File: config.mk
export PLATFORM = sky130hd
export DESIGN_NAME = gpio_keypad_scanner
export DESIGN_NICKNAME = d
export VERILOG_FILES = /design/src/rtl/gpio_keypad_scanner_pkg.sv /design/src/rtl/gpio_keypad_scanner_sync2.sv /design/src/rtl/gpio_keypad_scanner.sv
export SDC_FILE = /design/constraint.sdc
export NUM_CORES = 1
export LEC_CHECK = 0
export BUFFER_PORTS_ARGS = -buffer_cell sky130_fd_sc_hd__buf_2
export CAP_MARGIN = 25
export CORE_UTILIZATION = 60
export CTS_CLUSTER_SIZE = 28
export DETAILED_ROUTE_END_ITERATION = 8
export PLACE_DENSITY = 0.8
export SLEW_MARGIN = 10
export SYNTH_ARGS = -nofsm -noshare
export SYNTH_HDL_FRONTEND = slang
export SYNTH_HIERARCHICAL = 1
export SYNTH_SLANG_ARGS = --single-unit
File: constraint.sdc
create_clock -name clock_50 -period 4 [get_ports clock_50]
set_clock_uncertainty 0.1 [all_clocks]
set_input_delay 0.6 -clock clock_50 [delete_from_list [all_inputs] [get_ports clock_50]]
set_output_delay 0.6 -clock clock_50 [all_outputs]
set_load 0.03 [all_outputs]
File: src/rtl/gpio_keypad_scanner_pkg.sv
// Shared definitions for the DE0 GPIO 4x4 matrix keypad scanner.
//   KP_ROWS / KP_COLS : keypad matrix geometry
//   kp_state_t        : scanner FSM states with fixed encodings
//   col_index()       : one-hot column vector to 2-bit column index
package gpio_keypad_scanner_pkg;

  localparam int unsigned KP_ROWS = 4;
  localparam int unsigned KP_COLS = 4;

  typedef enum logic [1:0] {
    SCAN     = 2'd0,
    DEBOUNCE = 2'd1,
    REPORT   = 2'd2,
    HELD     = 2'd3
  } kp_state_t;

  // Callers only use this on vectors with exactly one bit set.
  function automatic logic [1:0] col_index(input logic [KP_COLS-1:0] col_low);
    logic [1:0] idx;
    idx = '0;
    for (int unsigned i = 0; i < KP_COLS; i++) begin
      if (col_low[i]) idx = 2'(i);
    end
    return idx;
  endfunction

endpackage

File: src/rtl/gpio_keypad_scanner_sync2.sv
// sync2: parameterised-width two-flop synchroniser for asynchronous board
// inputs (keypad columns, slide switches).
//   clock_50 : destination clock
//   reset_n  : asynchronous active-low reset, flops reset to all-ones
//              (idle level of pulled-up inputs)
//   d        : asynchronous input
//   q        : synchronised output, two cycles behind d
module sync2 #(
  parameter int unsigned WIDTH = 1
) (
  input  logic             clock_50,
  input  logic             reset_n,
  input  logic [WIDTH-1:0] d,
  output logic [WIDTH-1:0] q
);

  logic [WIDTH-1:0] meta;

  always_ff @(posedge clock_50 or negedge reset_n) begin
    if (!reset_n) begin
      meta <= '1;
      q    <= '1;
    end else begin
      meta <= d;
      q    <= meta;
    end
  end

endmodule

File: src/rtl/gpio_keypad_scanner.sv
// gpio_keypad_scanner: scans a 4x4 matrix keypad on the DE0 GPIO header,
// debounces presses/releases and reports one key code per press on a
// valid/ack handshake.
//   clock_50  : system clock
//   reset_n   : asynchronous active-low reset
//   col_in    : keypad columns, active-low, asynchronous
//   row_out   : keypad row drive, active-low, one-cold (all-high in reset)
//   key_code  : {row[1:0], col[1:0]} of the accepted key
//   key_valid : key_code holds an unconsumed report
//   key_ack   : consumer accepts the report
//   key_down  : a debounced key is currently held
//   overrun   : sticky, a report was dropped while key_valid was high
module gpio_keypad_scanner
  import gpio_keypad_scanner_pkg::*;
#(
  parameter int unsigned ROW_CYCLES       = 16384,
  parameter int unsigned DEBOUNCE_SAMPLES = 16
) (
  input  logic               clock_50,
  input  logic               reset_n,
  input  logic [KP_COLS-1:0] col_in,
  output logic [KP_ROWS-1:0] row_out,
  output logic [3:0]         key_code,
  output logic               key_valid,
  input  logic               key_ack,
  output logic               key_down,
  output logic               overrun
);

  localparam int unsigned PW = (ROW_CYCLES > 1) ? $clog2(ROW_CYCLES) : 1;
  localparam int unsigned DW = (DEBOUNCE_SAMPLES > 1) ? $clog2(DEBOUNCE_SAMPLES) : 1;
  localparam logic [PW-1:0] PERIOD_LAST = PW'(ROW_CYCLES - 1);
  localparam logic [DW-1:0] DB_LAST     = DW'(DEBOUNCE_SAMPLES - 1);

  kp_state_t          state;
  logic [1:0]         row_idx;
  logic [1:0]         cap_col;
  logic [PW-1:0]      period_cnt;
  logic [DW-1:0]      db_cnt;
  logic               running;
  logic [KP_COLS-1:0] col_sync;
  logic [KP_COLS-1:0] col_low;
  logic [KP_ROWS-1:0] row_onehot;
  logic               sample_pt;
  logic               single;
  logic               none;
  logic               hit;

  sync2 #(.WIDTH(KP_COLS)) u_col_sync (
    .clock_50 (clock_50),
    .reset_n  (reset_n),
    .d        (col_in),
    .q        (col_sync)
  );

  always_comb begin
    col_low   = ~col_sync;
    sample_pt = (period_cnt == PERIOD_LAST);
    single    = $onehot(col_low);
    none      = (col_low == '0);
    hit       = single && (col_index(col_low) == cap_col);
  end

  // running keeps the rows released while reset is asserted.
  always_comb begin
    row_onehot          = '0;
    row_onehot[row_idx] = 1'b1;
    row_out             = running ? ~row_onehot : '1;
  end

  // Debounce and release both fire on the sample that finds db_cnt already
  // at DEBOUNCE_SAMPLES-1, i.e. DEBOUNCE_SAMPLES qualifying samples after
  // the capturing/first sample.
  always_ff @(posedge clock_50 or negedge reset_n) begin
    if (!reset_n) begin
      state      <= SCAN;
      row_idx    <= '0;
      cap_col    <= '0;
      period_cnt <= '0;
      db_cnt     <= '0;
      running    <= 1'b0;
      key_code   <= '0;
      key_valid  <= 1'b0;
      key_down   <= 1'b0;
      overrun    <= 1'b0;
    end else begin
      running    <= 1'b1;
      period_cnt <= sample_pt ? '0 : period_cnt + 1'b1;

      if (key_valid && key_ack) begin
        key_valid <= 1'b0;
        overrun   <= 1'b0;
      end

      unique case (state)
        SCAN: begin
          if (sample_pt) begin
            if (single) begin
              cap_col <= col_index(col_low);
              db_cnt  <= '0;
              state   <= DEBOUNCE;
            end else begin
              row_idx <= row_idx + 2'd1;
            end
          end
        end
        DEBOUNCE: begin
          if (sample_pt) begin
            if (hit) begin
              if (db_cnt == DB_LAST) state  <= REPORT;
              else                   db_cnt <= db_cnt + 1'b1;
            end else begin
              state   <= SCAN;
              row_idx <= row_idx + 2'd1;
            end
          end
        end
        REPORT: begin
          // Overrides the ack clear above so a coincident ack keeps the new code.
          if (!key_valid || key_ack) begin
            key_code  <= {row_idx, cap_col};
            key_valid <= 1'b1;
          end else begin
            overrun   <= 1'b1;
          end
          key_down <= 1'b1;
          db_cnt   <= '0;
          state    <= HELD;
        end
        HELD: begin
          if (sample_pt) begin
            if (none) begin
              if (db_cnt == DB_LAST) begin
                key_down <= 1'b0;
                db_cnt   <= '0;
                row_idx  <= row_idx + 2'd1;
                state    <= SCAN;
              end else begin
                db_cnt <= db_cnt + 1'b1;
              end
            end else begin
              db_cnt <= '0;
            end
          end
        end
        default: state <= SCAN;
      endcase
    end
  end

endmodule
==> flow_summary_export.csv, run 1 <==
group,metric,value,unit
run_status,outcome,"completed",
sta,rsz0062_at_grt,"false",
floorplan,chipWidth,59.37,um
sta,finalCritPeriodShare,0.7058,
cts,cts_setup_buffers,0,
floorplan,core_area,3078,um2
worst_setup_path,worst_r2r_endpoint,"db_cnt[3]$_DFFE_PN0P_",
sta,setup_tns,0,ps
cells_and_area,regArea,1011,um2
power,p_leak,1.065,nW
placement,place_hpwl,2.265,mm
drt,dr.first_iter.drc_count,77,
sta,fmax,0.3542,GHz
yosys,synth_top_area_share,0.4056,
yosys,async_reset_ff_frac,1.000,
cts,clkTransAtPathRegs,110,ps
cells_and_area,finalInstanceArea,2202,um2
grt,grt_max_degree,41,
floorplan,io_pins,18,
drt,via_per_inst,5.490,
yosys,synth_simple_gate_area_frac,0.1667,
yosys,yosys.area.top_type,"dfrtp_1",
power,ir_drop,0.0002231,V
drt,post_drt_wl_per_cell,12.42,um
worst_setup_path,slowest_delay,590,ps
power,pwr-share-seq,0.573,
cts,cts_sinks,40,
cells_and_area,layout_commonest_cell,"dfrtp_1",
cts,ctsResizeCount,0,
cells_and_area,drive_gt1_frac,0.2438,
sta,finalSetupViolations,0,
placement,portBuffers,17,
yosys,ys_seq_elements,40,
worst_setup_path,crit_chain,"fa_1, inv_1, ha_1, ha_1, nor3_1, nand3_1, o21ai_2, mux2_2",
placement,placed_cell_area,2107,um2
worst_setup_path,crit_top_cell,"ha_1",
job,cap_violations,0,
grt,grt_pass1_wl,5.257,mm
power,comb_power_share,0.036,
power,p_sw,139.4,uW
cts,cts_max_path_buffers,2,
cells_and_area,antenna_cells,0,
grt,grtUsageTotal,0.2035,
sta,tightest_slew,831.0,ps
grt,antenna_found_initial,0,
yosys,synth.net_count,199,
yosys,netlist_instances,177,
cts,tritoncts,"built",
placement,place_congestion,0.8271,
yosys,synth.area.top_cells,"dfrtp_1 41%, dfstp_2 11%, ha_1 8.9%, mux2_2 4.6%, nand2_1 3.2%",
worst_setup_path,worstSetupPathType,"flip-flop to flip-flop",
yosys,synth_enable_flop_cells,0,
yosys,synth_top_family_by_area,"simple AND/OR/NAND/NOR gates",
drt,ant_nets,0,
yosys,yosysSeqAreaShare,0.5120,
worst_setup_path,path_max_fanout,4,
yosys,synth_mux_area_frac,0.05830,
floorplan,die_h,59.37,um
cts,cts_made_buffers,5,
worst_setup_path,critPathBufInv,1,
grt,grt_pass1_vias,1296,
yosys,synthesis.area,1974,um2
cts,cts_root_buf,"clkbuf_4",
worst_setup_path,reg2reg_depth,8,
sta,min_period,2823,ps
worst_setup_path,endpoint_kind,"flip-flop",
drt,drtPass1Iterations,4,
floorplan,rows,20,
cells_and_area,multi_input_area,918.4,um2
worst_setup_path,startpoint,"u_col_sync/q[1]$_DFF_PN1_",
worst_setup_path,arrival,2950,ps
worst_setup_path,timing.rr.start,"u_col_sync/q[1]$_DFF_PN1_",
worst_setup_path,cp_slowest_cell,"dfstp_2",
worst_hold_path,min_path_type,"primary input to asynchronous set/reset pin",
grt,overflow,0,
cts,cts_hold_buffers,0,
worst_setup_path,cp.required,4120,ps
power,internal-power,586.4,uW
floorplan,initial_utilization,0.6415,
worst_setup_path,crit_path_start_kind,"flip-flop",
yosys,yosys.area_share.xor_xnor,0.05323,
cts,htreeDepth,2,
sta,max_slew_margin,0.4460,
power,power.density,329.6,nW/um2
drt,routed-via-count,1345,
cells_and_area,mostFrequentLayoutCells,"32 x dfrtp_1, 17 x nand2_1, 17 x buf_2, 15 x nor2_1, 14 x ha_1",
cts,clock_latency,330,ps
sta,hold_viol,0,
worst_setup_path,crit_cells,8,
yosys,post_synth_fa_ha_maj_area_fraction,0.09886,
yosys,ys.flop_type,"dfrtp_1",
power,p_sw_frac,0.1920,
drt,wirelength,3.042,mm
yosys,synth_warnings,6,
yosys,synth_compound_area_frac,0.08619,
sta,slew_violations,0,
cells_and_area,n_fill_cell,220,
worst_setup_path,critPathTopFamily,"adder cells",
worst_setup_path,reg2reg_slack,1180,ps
floorplan,die_area,3524,um2
yosys,syn_area_per_cell,11.15,um2
power,clkPwrFrac,0.392,
drt,drc,0,
cells_and_area,flow.area_growth_from_synthesis,11.53,%
yosys,synth_cell_types,37,
cells_and_area,finalNetCount,222,
==> Yosys cell counts (all sizes together) (2+ instances only) <==
cell	instances
dfstp	8
a41oi	2
inv	10
xnor2	5
mux2	9
nor2	15
nand3	12
xor2	7
a31oi	2
nor2b	2
dfrtp	32
o21ai	8
nand4	3
nand2b	4
nand2	17
o211ai	2
ha	14
a21oi	7
and3	4
==> registers in the layout, summed over array words and instances, names as in the netlist, 2 cells and up, named ones only <==
name and cells:
key_code 4, db_cnt 4, period_cnt 14, cap_col 2
u_col_sync/meta 4, u_col_sync/q 4, row_idx 2
==> power groups by stage <==
stage                     Clock [mW]  Sequential (mW)  Combinational, mW
final                          0.284            0.416             0.0258
after global routing           0.312            0.416             0.0313
after CTS                      0.295            0.416             0.0267
after detailed placement           0            0.423             0.0264
after global placement             0            0.423             0.0252
after floorplan                    0            0.423             0.0129
==> layout make-up <==
cell class,count,area share
repair buffers,17,0.03864
inverters,10,0.01705
well taps,44,0.02500
flip-flops and latches,40,0.4591
clock inverters,1,0.01364
multi-input cells,126,0.4170
clock buffers,7,0.02955
==> through the flow <==
stage               instances  utilization  power (mW)  hold WS [ps]  worst slack (ps)
floorplan                 177            -      0.4355         204.4              1400
global placement          237       0.6846      0.4481         246.0              1306
detailed placement        237       0.6846      0.4498         247.6              1191
CTS                       245       0.7154      0.7376         240.7              1176
global route              245       0.7154      0.7592         226.9             936.7
finish                    245       0.7154      0.7258         252.6              1177
==> logic make-up after synthesis <==
logic type	Yosys count
AO/OA/AOI/OAI	25
other	1
XOR/XNOR	12
buffers and inverters	11
adder cells (fa/ha/maj)	15
multiplexers	10
AND/OR/NAND/NOR	63
flip-flops	40
==> routing by layer <==
metal,global-route usage,vias up,wire [um]
met5,0,-,0
met4,0.07483,0,45
met3,0.05240,6,113
li1,-,662,-
met2,0.3547,24,1541
met1,0.2403,653,1341
==> worst max-delay path by stage <==
| stage | endpoint | slack, ps |
|---|---|---|
| after global routing | db_cnt[3]$_DFFE_PN0P_ | 940 |
| after floorplan | db_cnt[0]$_DFFE_PN0P_ | 1400 |
| after global placement | db_cnt[3]$_DFFE_PN0P_ | 1310 |
| after detailed placement | db_cnt[3]$_DFFE_PN0P_ | 1190 |
| after CTS | db_cnt[3]$_DFFE_PN0P_ | 1180 |
| final | db_cnt[3]$_DFFE_PN0P_ | 1180 |
No activity file was read; power rests on OpenSTA's default activity.
==> inputs of run 2 (changes only) <==
- CORE_UTILIZATION: 60 -> 58
- PLACE_DENSITY: 0.8 -> 0.78
- clock period: 4 -> 2.88 ns (I/O delays scaled with it)
==> flow_summary_export.csv, run 2 (synthesis gave the netlist of run 1 again) <==
group,metric,value,unit
run_status,outcome,"completed",
placement,place_congestion,0.8831,
sta,hold_ws,58.89,ps
grt,antenna_found_initial,0,
cells_and_area,finalNetCount,224,
drt,dr.first_iter.drc_count,37,
sta,hold_viol,0,
grt,grt.met3_usage,0.06397,
sta,timing.final.ws_setup,169.1,ps
sta,fmax,0.3689,GHz
floorplan,rows,20,
drt,drtPass1Iterations,4,
worst_setup_path,cp.required,3030,ps
placement,place_ws,129.0,ps
sta,finalCritPeriodShare,0.9413,
floorplan,die_area,3642,um2
cts,htreeDepth,2,
sta,min_period,2711,ps
cells_and_area,multi_input_area,930.9,um2
sta,slew_violations,0,
cts,cts_setup_buffers,0,
floorplan,chipWidth,60.35,um
floorplan,initial_utilization,0.6262,
grt,grt_max_degree,41,
drt,ant_nets,0,
sta,max_slew_margin,0.4404,
cts,cts_root_buf,"clkbuf_4",
cts,cts_made_buffers,5,
sta,finalSetupViolations,0,
drt,post_drt_wl_per_cell,13.45,um
grt,grt_pass1_vias,1346,
power,p_leak,1.067,nW
grt,grtUsageTotal,0.2161,
worst_setup_path,path_max_fanout,4,
cells_and_area,largest_register_ffs,14,
worst_setup_path,crit_path_start_kind,"flip-flop",
placement,portBuffers,17,
cts,cts_sinks,40,
job,cap_violations,0,
cells_and_area,mostFrequentLayoutCells,"32 x dfrtp_1, 17 x nand2_1, 17 x buf_2, 15 x nor2_1, 14 x ha_1",
worst_setup_path,arrival,2860,ps
worst_setup_path,endpoint_kind,"flip-flop",
worst_hold_path,min_path_type,"primary input to flip-flop",
cells_and_area,n_fill_cell,248,
cells_and_area,flow.area_growth_from_synthesis,12.36,%
drt,via_per_inst,5.522,
grt,grt_busiest_layer,"met2",
drt,drc,0,
grt,met1_usage,0.2475,
sta,tightest_slew,839.4,ps
power,power.density,451.3,nW/um2
sta,setup_tns,0,ps
cts,cts_max_path_buffers,2,
floorplan,core_area,3153,um2
power,ir_drop,0.0003503,V
drt,routed-via-count,1364,
cells_and_area,regArea,1011,um2
grt,grt_pass1_wl,5.609,mm
placement,place_hpwl,2.392,mm
cells_and_area,drive_gt1_frac,0.2562,
cells_and_area,largest_register,"period_cnt",
cts,tritoncts,"built",
floorplan,die_h,60.35,um
placement,dp.cells,239,
worst_setup_path,worstSetupPathType,"flip-flop to flip-flop",
grt,globalRouteMet2Util,0.3579,
cells_and_area,layout_commonest_cell,"dfrtp_1",
sta,rsz0062_at_grt,"false",
cells_and_area,finalInstanceArea,2218,um2
floorplan,io_pins,18,
cells_and_area,finalNonFillerCells,247,
grt,overflow,0,
drt,wirelength,3.323,mm
cts,clkTransAtPathRegs,120,ps
placement,placed_cell_area,2122,um2
cts,clock_latency,350,ps
cells_and_area,antenna_cells,0,
-- run 2: layout make-up --
cell class,instances,share of cell area
Sequential cell,40,0.4557
Multi-Input combinational cell,126,0.4196
Timing Repair Buffer,19,0.04512
Tap cell,44,0.02482
Clock inverter,3,0.02087
Clock buffer,5,0.01692
Inverter,10,0.01692
-- run 2: path summary, 6_finish.rpt --
check / to / startpoint / cells past startpoint / slack (ps)
setup / recovery: db_cnt[3]$_DFFE_PN0P_ / u_col_sync/q[1]$_DFF_PN1_ / 8 / 170
hold / removal: u_col_sync/meta[3]$_DFF_PN1_ / col_in[3] / 1 / 60
setup reg to reg: db_cnt[3]$_DFFE_PN0P_ / u_col_sync/q[1]$_DFF_PN1_ / 8 / 170
hold reg to reg: u_col_sync/q[2]$_DFF_PN1_ / u_col_sync/meta[2]$_DFF_PN1_ / 0 / 270
max in group asynchronous: period_cnt[2]$_DFF_PN0_ / reset_n / 1 / 2090
min in group asynchronous: running$_DFF_PN0_ / reset_n / 1 / 70
-- run 2: what timing repair did --
item / CTS / global route
endpoints found under the hold margin: 0 / 0
hold buffers: 0 / 0
gates resized for setup: 0 / 2
setup endpoints to repair: 0 / 4
-- run 2: stage by stage --
stage          power (mW)  utilization
6_report            1.001       0.7036
3_5_place_dp       0.6302       0.6730
3_3_place_gp       0.6260       0.6730
4_1_cts             1.009       0.6996
2_1_floorplan      0.6048            -
5_1_grt             1.036       0.7036
-- run 2: power by group --
group	leakage [nW]	switching, mW	total [mW]	internal, mW
clock	0.0418	0.193	0.379	0.185
combinational	0.516	0.0288	0.0442	0.0153
sequential	0.509	0.00551	0.578	0.573
-- run 2: routing by layer --
layer / wire length [um] / vias up
li1: - / 662
met1: 1469 / 665
met2: 1640 / 28
met3: 113 / 9
met4: 99 / 0
met5: 0 / -
-- run 2: worst max-delay path, cell delays in order (launching register included) --
cell	delay, ps
dfstp_2	600
fa_1	420
inv_1	70
ha_1	140
ha_1	260
nor3_2	240
nand3_1	170
o21ai_4	240
mux2_2	360
==> inputs of run 3 (changes only) <==
- CORE_UTILIZATION: 58 -> 55
- PLACE_DENSITY: 0.78 -> 0.75
==> flow_summary_export.csv, run 3 (synthesis gave the netlist of run 1 again) <==
group,metric,value,unit
drt,drc,0,
worst_setup_path,slowest_delay,590,ps
worst_setup_path,crit_chain,"fa_1, inv_1, ha_1, ha_1, nor3_1, nand3_1, o21ai_4, mux2_2",
sta,fmax,0.3617,GHz
floorplan,io_pins,18,
cts,cts_made_buffers,5,
drt,routed-via-count,1351,
cts,htreeDepth,2,
sta,max_slew_margin,0.4205,
worst_setup_path,reg2reg_slack,120,ps
worst_setup_path,path_max_fanout,4,
grt,grt_max_degree,41,
grt,grt.met3_usage,0.06418,
cts,cts_hold_buffers,0,
grt,grtUsageTotal,0.1992,
floorplan,die_area,3833,um2
worst_hold_path,min_path_type,"primary input to flip-flop",
placement,place_ws,141.4,ps
cts,ctsResizeCount,0,
placement,dp.cells,241,
drt,ant_nets,0,
sta,min_period,2765,ps
worst_setup_path,worstSetupPathType,"flip-flop to flip-flop",
sta,finalSetupViolations,0,
grt,grt_pass1_vias,1226,
floorplan,initial_utilization,0.5825,
power,ir_drop,0.0003288,V
power,p_sw,202.3,uW
grt,overflow,0,
power,p_sw_frac,0.2223,
floorplan,chipWidth,61.92,um
cts,cts_root_buf,"clkbuf_4",
worst_setup_path,critPathTopFamily,"adder cells",
power,comb_power_share,0.046,
worst_setup_path,cp.required,3010,ps
drt,wirelength,3.314,mm
cells_and_area,largest_register,"period_cnt",
cells_and_area,n_fill_cell,269,
cts,cts_setup_buffers,0,
cells_and_area,layout_commonest_cell,"dfrtp_1",
cells_and_area,finalInstanceArea,2191,um2
power,internal-power,707.6,uW
cells_and_area,drive_gt1_frac,0.2414,
cts,clock_latency,350,ps
cells_and_area,mostFrequentLayoutCells,"32 x dfrtp_1, 17 x nand2_1, 17 x buf_2, 15 x nor2_1, 14 x ha_1",
worst_setup_path,reg2reg_depth,8,
power,power.density,415.3,nW/um2
power,pwr-share-seq,0.635,
worst_setup_path,critPathBufInv,1,
worst_setup_path,timing.rr.start,"u_col_sync/q[1]$_DFF_PN1_",
sta,hold_viol,0,
grt,antenna_found_initial,0,
grt,grt_busiest_layer,"met2",
cells_and_area,finalNetCount,224,
floorplan,rows,21,
sta,tightest_slew,869.2,ps
run_status,outcome,"completed",
grt,globalRouteMet2Util,0.3241,
placement,placed_cell_area,2125,um2
worst_setup_path,cp_slowest_cell,"dfstp_2",
cells_and_area,flow.area_growth_from_synthesis,10.96,%
placement,portBuffers,17,
power,clkPwrFrac,0.319,
worst_setup_path,worst_r2r_endpoint,"db_cnt[2]$_DFFE_PN0P_",
worst_setup_path,crit_path_start_kind,"flip-flop",
cts,cts_max_path_buffers,2,
cells_and_area,antenna_cells,0,
drt,drtPass1Iterations,4,
worst_hold_path,hold_depth,1,
sta,finalCritPeriodShare,0.9599,
placement,place_congestion,0.7521,
grt,grt_pass1_wl,5.340,mm
floorplan,die_h,61.92,um
sta,slew_violations,0,
cts,tritoncts,"built",
cts,cts_sinks,40,
worst_setup_path,arrival,2900,ps
sta,hold_ws,78.92,ps
sta,timing.final.ws_setup,115.4,ps
drt,post_drt_wl_per_cell,13.31,um
job,cap_violations,0,
cells_and_area,largest_register_ffs,14,
floorplan,core_area,3390,um2
placement,place_hpwl,2.441,mm
grt,met1_usage,0.2336,
worst_setup_path,endpoint_kind,"flip-flop",
cells_and_area,finalNonFillerCells,249,
worst_hold_path,hold_end,"u_col_sync/meta[3]$_DFF_PN1_",
drt,via_per_inst,5.426,
worst_setup_path,crit_top_cell,"ha_1",
drt,dr.first_iter.drc_count,54,
worst_hold_path,hp-start,"col_in[3]",
cts,clkTransAtPathRegs,100,ps
power,p_leak,1.058,nW
[run 3: worst max-delay path by stage]
stage                                          from                     to  depth (start not counted)
final                     u_col_sync/q[1]$_DFF_PN1_  db_cnt[2]$_DFFE_PN0P_                          8
after global routing      u_col_sync/q[3]$_DFF_PN1_  db_cnt[2]$_DFFE_PN0P_                          8
after CTS                 u_col_sync/q[1]$_DFF_PN1_  db_cnt[2]$_DFFE_PN0P_                          8
after detailed placement  u_col_sync/q[1]$_DFF_PN1_  db_cnt[2]$_DFFE_PN0P_                          8
after global placement    u_col_sync/q[1]$_DFF_PN1_  db_cnt[3]$_DFFE_PN0P_                          8
after floorplan           u_col_sync/q[1]$_DFF_PN1_  db_cnt[0]$_DFFE_PN0P_                          8
[run 3: cell type report]
type | count | area [um2] | area share
Tap cell | 46 | 57.56 | 0.02627
Clock buffer | 8 | 58.81 | 0.02684
Multi-Input combinational cell | 126 | 925.9 | 0.4226
Inverter | 10 | 37.54 | 0.01713
Sequential cell | 40 | 1011 | 0.4615
Timing Repair Buffer | 19 | 100.1 | 0.04569
[run 3: per-stage QoR]
stage          TNS, ps    util  total power, mW
2_1_floorplan        0       -           0.6048
3_3_place_gp         0  0.6268           0.6262
3_5_place_dp         0  0.6268           0.6301
4_1_cts              0  0.6441           0.9186
5_1_grt         -34.17  0.6464           0.9502
6_report             0  0.6464           0.9099
[run 3: routing by layer]
layer | up-vias | wire length, um | share of wire
met3 | 8 | 146 | 0.044
li1 | 658 | - | -
met2 | 35 | 1594 | 0.48
met4 | 0 | 106 | 0.032
met1 | 650 | 1467 | 0.44
met5 | - | 0 | 0
[run 3: power groups by stage]
| stage | Combinational [mW] | Clock [mW] | Sequential, mW |
|---|---|---|---|
| floorplan | 0.0179 | 0 | 0.587 |
| global placement | 0.0388 | 0 | 0.587 |
| detailed placement | 0.0417 | 0 | 0.588 |
| CTS | 0.0418 | 0.299 | 0.578 |
| global route | 0.0474 | 0.324 | 0.579 |
| finish | 0.0417 | 0.290 | 0.578 |
